<file path="src/rtl/store4_loader.sv">
// rtl/store4_loader.sv - column-at-a-time write sequencer for the store4 2x2 latch array
// Each strobe is framed by setup/hold windows so row data never moves under a high strobe.
module store4_loader #(
    parameter int SETUP_CYC = 1,
    parameter int PULSE_CYC = 1,
    parameter int HOLD_CYC  = 1
) (
    input  logic       clk,
    input  logic       rst,
    input  logic       in_valid,
    output logic       in_ready,
    input  logic [0:3] in_data,
    input  logic [1:0] in_mask,
    output logic       dat0,
    output logic       dat1,
    output logic       cap0,
    output logic       cap1,
    output logic       busy,
    output logic       done
);

    typedef enum logic [1:0] {S_IDLE, S_SETUP, S_PULSE, S_HOLD} state_t;

    localparam int CW = $clog2(256);
    localparam logic [CW-1:0] C_SETUP = CW'(SETUP_CYC - 1);
    localparam logic [CW-1:0] C_PULSE = CW'(PULSE_CYC - 1);
    localparam logic [CW-1:0] C_HOLD  = CW'(HOLD_CYC - 1);

    state_t        r_state;
    logic [CW-1:0] r_cnt;
    logic          r_col;
    logic          r_col1_pending;
    logic [1:0]    r_col1_data;
    logic          r_in_ready;
    logic          r_dat0;
    logic          r_dat1;
    logic          r_cap0;
    logic          r_cap1;
    logic          r_busy;
    logic          r_done;

    // Column 0 is written first whenever it is enabled.
    logic w_first_col;
    assign w_first_col = ~in_mask[0];

    always_ff @(posedge clk) begin
        if (rst) begin
            r_state        <= S_IDLE;
            r_cnt          <= '0;
            r_col          <= 1'b0;
            r_col1_pending <= 1'b0;
            r_col1_data    <= 2'b00;
            r_in_ready     <= 1'b1;
            r_dat0         <= 1'b0;
            r_dat1         <= 1'b0;
            r_cap0         <= 1'b0;
            r_cap1         <= 1'b0;
            r_busy         <= 1'b0;
            r_done         <= 1'b0;
        end else begin
            r_done <= 1'b0;
            case (r_state)
                S_IDLE: begin
                    if (in_valid) begin
                        if (in_mask == 2'b00) begin
                            r_done <= 1'b1;
                        end else begin
                            r_col          <= w_first_col;
                            r_col1_pending <= in_mask[0] & in_mask[1];
                            r_col1_data    <= {in_data[1], in_data[3]};
                            r_dat0         <= w_first_col ? in_data[1] : in_data[0];
                            r_dat1         <= w_first_col ? in_data[3] : in_data[2];
                            r_cnt          <= C_SETUP;
                            r_state        <= S_SETUP;
                            r_busy         <= 1'b1;
                            r_in_ready     <= 1'b0;
                        end
                    end
                end
                S_SETUP: begin
                    if (r_cnt == '0) begin
                        r_cap0  <= ~r_col;
                        r_cap1  <= r_col;
                        r_cnt   <= C_PULSE;
                        r_state <= S_PULSE;
                    end else begin
                        r_cnt <= r_cnt - 1'b1;
                    end
                end
                S_PULSE: begin
                    if (r_cnt == '0) begin
                        r_cap0  <= 1'b0;
                        r_cap1  <= 1'b0;
                        r_cnt   <= C_HOLD;
                        r_state <= S_HOLD;
                    end else begin
                        r_cnt <= r_cnt - 1'b1;
                    end
                end
                S_HOLD: begin
                    if (r_cnt != '0) begin
                        r_cnt <= r_cnt - 1'b1;
                    end else if (r_col1_pending) begin
                        r_col          <= 1'b1;
                        r_col1_pending <= 1'b0;
                        r_dat0         <= r_col1_data[1];
                        r_dat1         <= r_col1_data[0];
                        r_cnt          <= C_SETUP;
                        r_state        <= S_SETUP;
                    end else begin
                        r_state    <= S_IDLE;
                        r_busy     <= 1'b0;
                        r_in_ready <= 1'b1;
                        r_done     <= 1'b1;
                    end
                end
                default: r_state <= S_IDLE;
            endcase
        end
    end

    assign in_ready = r_in_ready;
    assign dat0     = r_dat0;
    assign dat1     = r_dat1;
    assign cap0     = r_cap0;
    assign cap1     = r_cap1;
    assign busy     = r_busy;
    assign done     = r_done;

endmodule
</file>
<file path="config.mk">
export PLATFORM = sky130hd
export DESIGN_NAME = store4_loader
export DESIGN_NICKNAME = d
export VERILOG_FILES = /design/src/rtl/store4_loader.sv
export SDC_FILE = /design/constraint.sdc
export NUM_CORES = 1
export LEC_CHECK = 0
export ABC_CLOCK_PERIOD_IN_PS = 2300
export CAP_MARGIN = 20
export CORE_UTILIZATION = 35
export DETAILED_ROUTE_END_ITERATION = 16
export SLEW_MARGIN = 20
export SYNTH_ARGS = -nofsm -noshare
export SYNTH_HDL_FRONTEND = slang
export SYNTH_SLANG_ARGS = --single-unit
</file>
<file path="constraint.sdc">
create_clock -name clk -period 2.3 [get_ports clk]
set_clock_uncertainty 0.15 [all_clocks]
set_input_delay 0.69 -clock clk [delete_from_list [all_inputs] [get_ports clk]]
set_output_delay 0.69 -clock clk [all_outputs]
set_load 0.05 [all_outputs]
</file>
# Word level (Yosys, flattened, before mapping)
# Index checks and enable logic that the tools add are counted.
dict set report classes {
  n_shift 0
  n_reduce_logical 14
  div 0
  order_cmp 0
  multipliers 0
  bitwise 4
  mux 54
  eq_ne 11
  addsub 1
}
# operator count
set op_table {}
lappend op_table {{two-way mux 8 bit} 5}
lappend op_table {{two-way mux 1 bit} 33}
lappend op_table {{case mux 8 bit (3 select lines)} 1}
lappend op_table {{case mux 1 bit (2 select lines)} 9}
lappend op_table {{AND reduction 5 bit} 3}
lappend op_table {{inequality test 2 bit (second input constant)} 7}
lappend op_table {{two-way mux 2 bit} 5}
lappend op_table {{AND reduction 3 bit} 3}
lappend op_table {{logical NOT 8 bit} 1}
lappend op_table {{case mux 2 bit (4 select lines)} 1}
lappend op_table {{nonzero test 8 bit} 1}
lappend op_table {{subtractor 8 x 1 -> 8 bit (second input constant)} 1}
lappend op_table {{equality test 2 bit (second input constant)} 2}
lappend op_table {{logical NOT 2 bit} 2}
lappend op_table {{AND reduction 4 bit} 1}
lappend op_table {{nonzero test 2 bit} 2}
lappend op_table {{inequality test 3 bit (second input constant)} 1}
lappend op_table {{inverter 1 bit} 3}
lappend op_table {{equality test 2 x 1 -> 1 bit (second input constant)} 1}
lappend op_table {{OR reduction 2 bit} 1}
lappend op_table {{bitwise AND 1 bit} 1}
dict set report totals {
  wordCells 96
  mem_bits_ro 0
  latchBits 0
  register_bits 21
  mem_bits_rw 0
  inputBits 9
  memories 0
  output_inout_bits 7
}

# Logic depth before layout (Yosys ltp)
dict set report logic_depth {
  ltp_word 4
  mapped_depth 7
  mapped_depth_nobuf 6
}

# Least setup slack after synthesis
# OpenSTA, ideal clock, no wires.
dict set report synth_path {
  path_kind {reg-to-reg}
  from {register r_cnt[0]}
  to {register r_cnt[1]}
  path_slack_ns 0.264
  arrival_time_ns 1.807
  synth_period_minus_slack_ns 2.036
  stages_incl_launch_ff 8
  required_ns 2.071
  cell_sequence {dfxtp_1 > inv_1 > ha_1 > or3b_1 > clkbuf_1 > o32a_4 > a21o_4 > a211oi_2}
}
dict set report synth_via {
  elab_chain_len 3
  elab_cells_between_ends 8
  cone_classes {1 x add/sub; 1 x eq/ne; 3 x mux; 3 x reduce/logical}
}
# element line
set synth_lines {}
lappend synth_lines {{start: declaration} 30} ;# logic [CW-1:0] r_cnt;
lappend synth_lines {{start signal: assignment} 87} ;# r_cnt <= r_cnt - 1'b1;
lappend synth_lines {{start signal: assignment} 97} ;# r_cnt <= r_cnt - 1'b1;
lappend synth_lines {{start signal: assignment} 102} ;# r_cnt <= r_cnt - 1'b1;
lappend synth_lines {{subtractor 8 x 1 -> 8 bit, or another cell as far along} {87, 97, 102}}
lappend synth_lines {{two-way mux 8 bit, or another cell as far along} 101} ;# if (r_cnt != '0) begin
lappend synth_lines {{case mux 8 bit (3 select lines) or AND reduction 3 bit (tied branches)} n/a}
# Parallel ways exist; a longest one is shown, timed or not.
# A chain may end at the register's enable or synchronous reset.

# Worst setup path after layout
dict set report layout_path {
  from {register r_done (netlist: done)}
  to {output port done}
}
# element line
set layout_lines {}
lappend layout_lines {{start: declaration} 40} ;# logic r_done;
lappend layout_lines {{start signal: assignment} 59} ;# r_done <= 1'b0;
lappend layout_lines {{start signal: assignment} 61} ;# r_done <= 1'b0;
lappend layout_lines {{start signal: assignment} 66} ;# r_done <= 1'b1;
lappend layout_lines {{end: declaration} 19} ;# output logic done
# No word-level cell between the ends.

==> results.md <==
- Type of the most critical hold path: flip-flop to flip-flop
- H-Tree Depth: 1
- Switching share of total power: 0.4620
- Sequential share of the synthesized area: 0.3594
- Count of buffer and inverter cells on the critical path: 1
- CP delay by family, top: buffers and inverters
- Total GRT Usage: 0.1668
- Placer's final routability congestion estimate: 0.8345
- Arrival time reported for the critical path endpoint: 1.40 ns
- Amount of wire on met2 after detailed routing: 1289 µm
- TritonCTS clock tree: built
- First-pass GRT wire length: 4540 µm
- Internal: 1.187 mW
- Post-Place Cell Area: 1438 µm²
- Worst slew pin tran: 0.5666 ns
- Cell count after synthesis: 135
- Crit path required time: 1.46 ns
- Routed met3 length: 123 µm
- Post-synthesis area per instance: 8.666 µm²
- Library cell used as clock root buffer: clkbuf_4
- Post-route worst setup slack: 0.05647 ns
- Count of endpoints failing hold in the final timing report: 0
- Status: complete, no violations
- Die Outline Area: 3578 µm²
- Reg-to-reg slack, setup: 0.19 ns
- Row count: 20
- Part of the total power dissipated in combinational logic: 0.661
- Final critical-path share of the clock period: 0.9754
- Initial antenna violation count: 0
- Highest metal layer used by the detailed router: met4
- Max Fclk: 0.4457 GHz
- Share of cell area taken by muxes after synthesis: 0.03422
- Layout net count: 178
- Summed area of non-filler cells in the final layout: 1475 µm²
- Number of warnings reported in the yosys synthesis log: 0
- Register bit total from synthesis: 21
- Number of design-rule violations left by the first detailed-router iteration: 43
- Standby leakage power: 0.6003 nW
- Compound-cell area share of the yosys netlist: 0.2888
- Hold slack: 0.3284 ns
- Synthesized net count: 150
- Utilization after layout: 0.4754
- Number of pins exceeding their max-slew limit in the final report: 0
- Flip-flop cell with the highest count after synthesis: dfxtp_1
- Remaining antenna violation count after routing: 0
- Starting density of the core: 0.3770
- Remaining Overflow, GRT: 0
- Area share of fa/ha/maj cells after synthesis: 0.06417
- Die width: 59.82 µm
- Hold_buf cts: 0
- Post-synthesis simple-gate area fraction: 0.2107
- Overall routed net length: 2614 µm
- Share of cells above drive strength 1: 0.2160
- Input/output buffers: 15
- Final Critical Period: 2.244 ns
- Total placed cells including tap cells: 202
- Clock Power Share: 0.078
- Share of async-settable or async-resettable flops after synthesis: 0
- Maximum vdd ir drop: 0.9938 mV
- Final HPWL from detailed placement: 2076 µm
- Deepest clock path buffer count: 2
- CP endpoint kind: output pin
- Clock sinks: 21
- Largest driver fanout on the critical path: 1
- Routed wire length per instance: 12.69 µm
- Via count: 1094
- Diodes inserted: 0
- Number of optimization iterations in the first detailed-route pass: 4
- Max transition margin: 0.6182
- Area growth from synthesis to layout: 26.10%
- Largest incremental delay on the critical path: 0.79 ns
- EDFF count, synth: 0
- Cell Pwr Density: 1495 nW/µm²
- Worst path slowest cell: clkdlybuf4s50_1
- Switching power total: 1.019 mW
- Synthesized-area fraction occupied by xor and xnor cells: 0
- Count of boundary I/O pins: 16
- Total standard cell area after synthesis: 1170 µm²
- Post-route insts no fill: 206
- Die outline height: 59.82 µm
- Ordered cell list for the critical path: clkdlybuf4s50_1
- Setup CP Type: flip-flop to output pin
- Distinct cell type count after synthesis: 43
- Worst setup slack before clock tree synthesis: -0.1744 ns
- Sequential group share of total power: 0.260
- Maximum number of pins on one net before global-route repair: 12
- M1 wire length: 1170 µm
- CTS buffer count: 3
- Setup repair after global routing missed its margin: no
- Clock-pin slew of the registers on the worst-case setup and hold paths: 0.11 ns
- Combinational family with the most area after synthesis: compound AO/OA/AOI/OAI gates
- Worst-Skew Late Latency: 0.30 ns
- Core area: 3103 µm²
- Average vias per placed instance: 5.311
- Vias in the first global route: 1053
- Max-cap viol count: 0
- Number of setup violations in the final report: 0
- Total DRC errors in the routed layout: 0
- Startpoint Class: flip-flop
[state kept, by name, indices dropped and copies added (netlist names)]
signal and count:
r_state 2, r_col1_pending 1, in_ready 1, busy 1, done 1, r_col 1, r_col1_data 2, cap0 1
dat1 1, cap1 1, r_cnt 8, dat0 1
[power by group through the flow]
stage	combinational (mW)	clock [mW]	sequential, mW
floorplan	0.852	0	0.684
global placement	1.38	0	0.575
detailed placement	1.42	0	0.581
CTS	1.43	0.184	0.573
global route	1.61	0.197	0.592
finish	1.46	0.173	0.575
[path summary, 6_finish.rpt]
path,cells after the start,end,startpoint
worst max register to register,6,r_cnt[1]$_SDFFE_PP0P_,r_cnt[0]$_SDFFE_PP0P_
worst min register to register,2,busy$_SDFFE_PP0P_,busy$_SDFFE_PP0P_
worst min-delay path,2,busy$_SDFFE_PP0P_,busy$_SDFFE_PP0P_
worst max-delay path,1,done,done$_SDFF_PP0_
[synth_stat cells, types with 2 or more instances]
cell	instances	area share
inv_1	8	0.026
a21oi_1	13	0.056
clkbuf_1	4	0.013
and3_1	2	0.011
or3_1	6	0.032
a21boi_0	2	0.013
dfxtp_1	21	0.36
or3_2	2	0.013
mux2i_1	4	0.034
o21ba_2	2	0.017
o21ai_0	13	0.056
nand3b_1	2	0.013
ha_1	6	0.064
nand2_1	9	0.029
a31o_2	2	0.015
nor2_1	9	0.029
nor3_1	4	0.017
[final cells by class]
cell class              instances  area [µm²]
inverters                       8       30.03
clock buffers                   4       26.28
well taps                      44       55.05
repair buffers                 28       232.7
flip-flops and latches         21       420.4
multi-input cells             101       710.7
fillers                       328        1628
[placed cells by master (no fill, tap or decap), types with 6 or more instances in the layout]
cell type	n
nor2_1	9
ha_1	6
dfxtp_1	21
buf_4	19
nand2_1	9
o21ai_0	13
clkdlybuf4s50_1	9
a21oi_1	13
inv_1	8
or3_1	6
[metal layers]
metal	global-route usage	up-vias
met3	0.03896	4
li1	-	555
met1	0.2063	509
met2	0.2889	26
met4	0.04319	0
met5	0	-
[through the flow]
stage	TNS, ns	total power, mW
2_1_floorplan	0	1.536
3_3_place_gp	-0.9316	1.958
6_report	0	2.206
5_1_grt	0	2.401
3_5_place_dp	-1.472	2.003
4_1_cts	0	2.186
[logic make-up after synthesis]
family          Yosys count
mux                       4
compound gates           47
buf+inv                  13
flops                    21
fa+ha+maj                 6
simple gates             44
[what timing repair did]
| action | 4_1_cts | 5_1_grt |
|---|---|---|
| resized for setup | 0 | 1 |
| setup endpoints to repair | 0 | 2 |
| setup buffers | 0 | 0 |
Note: power is estimated with default switching activity, not from simulation.
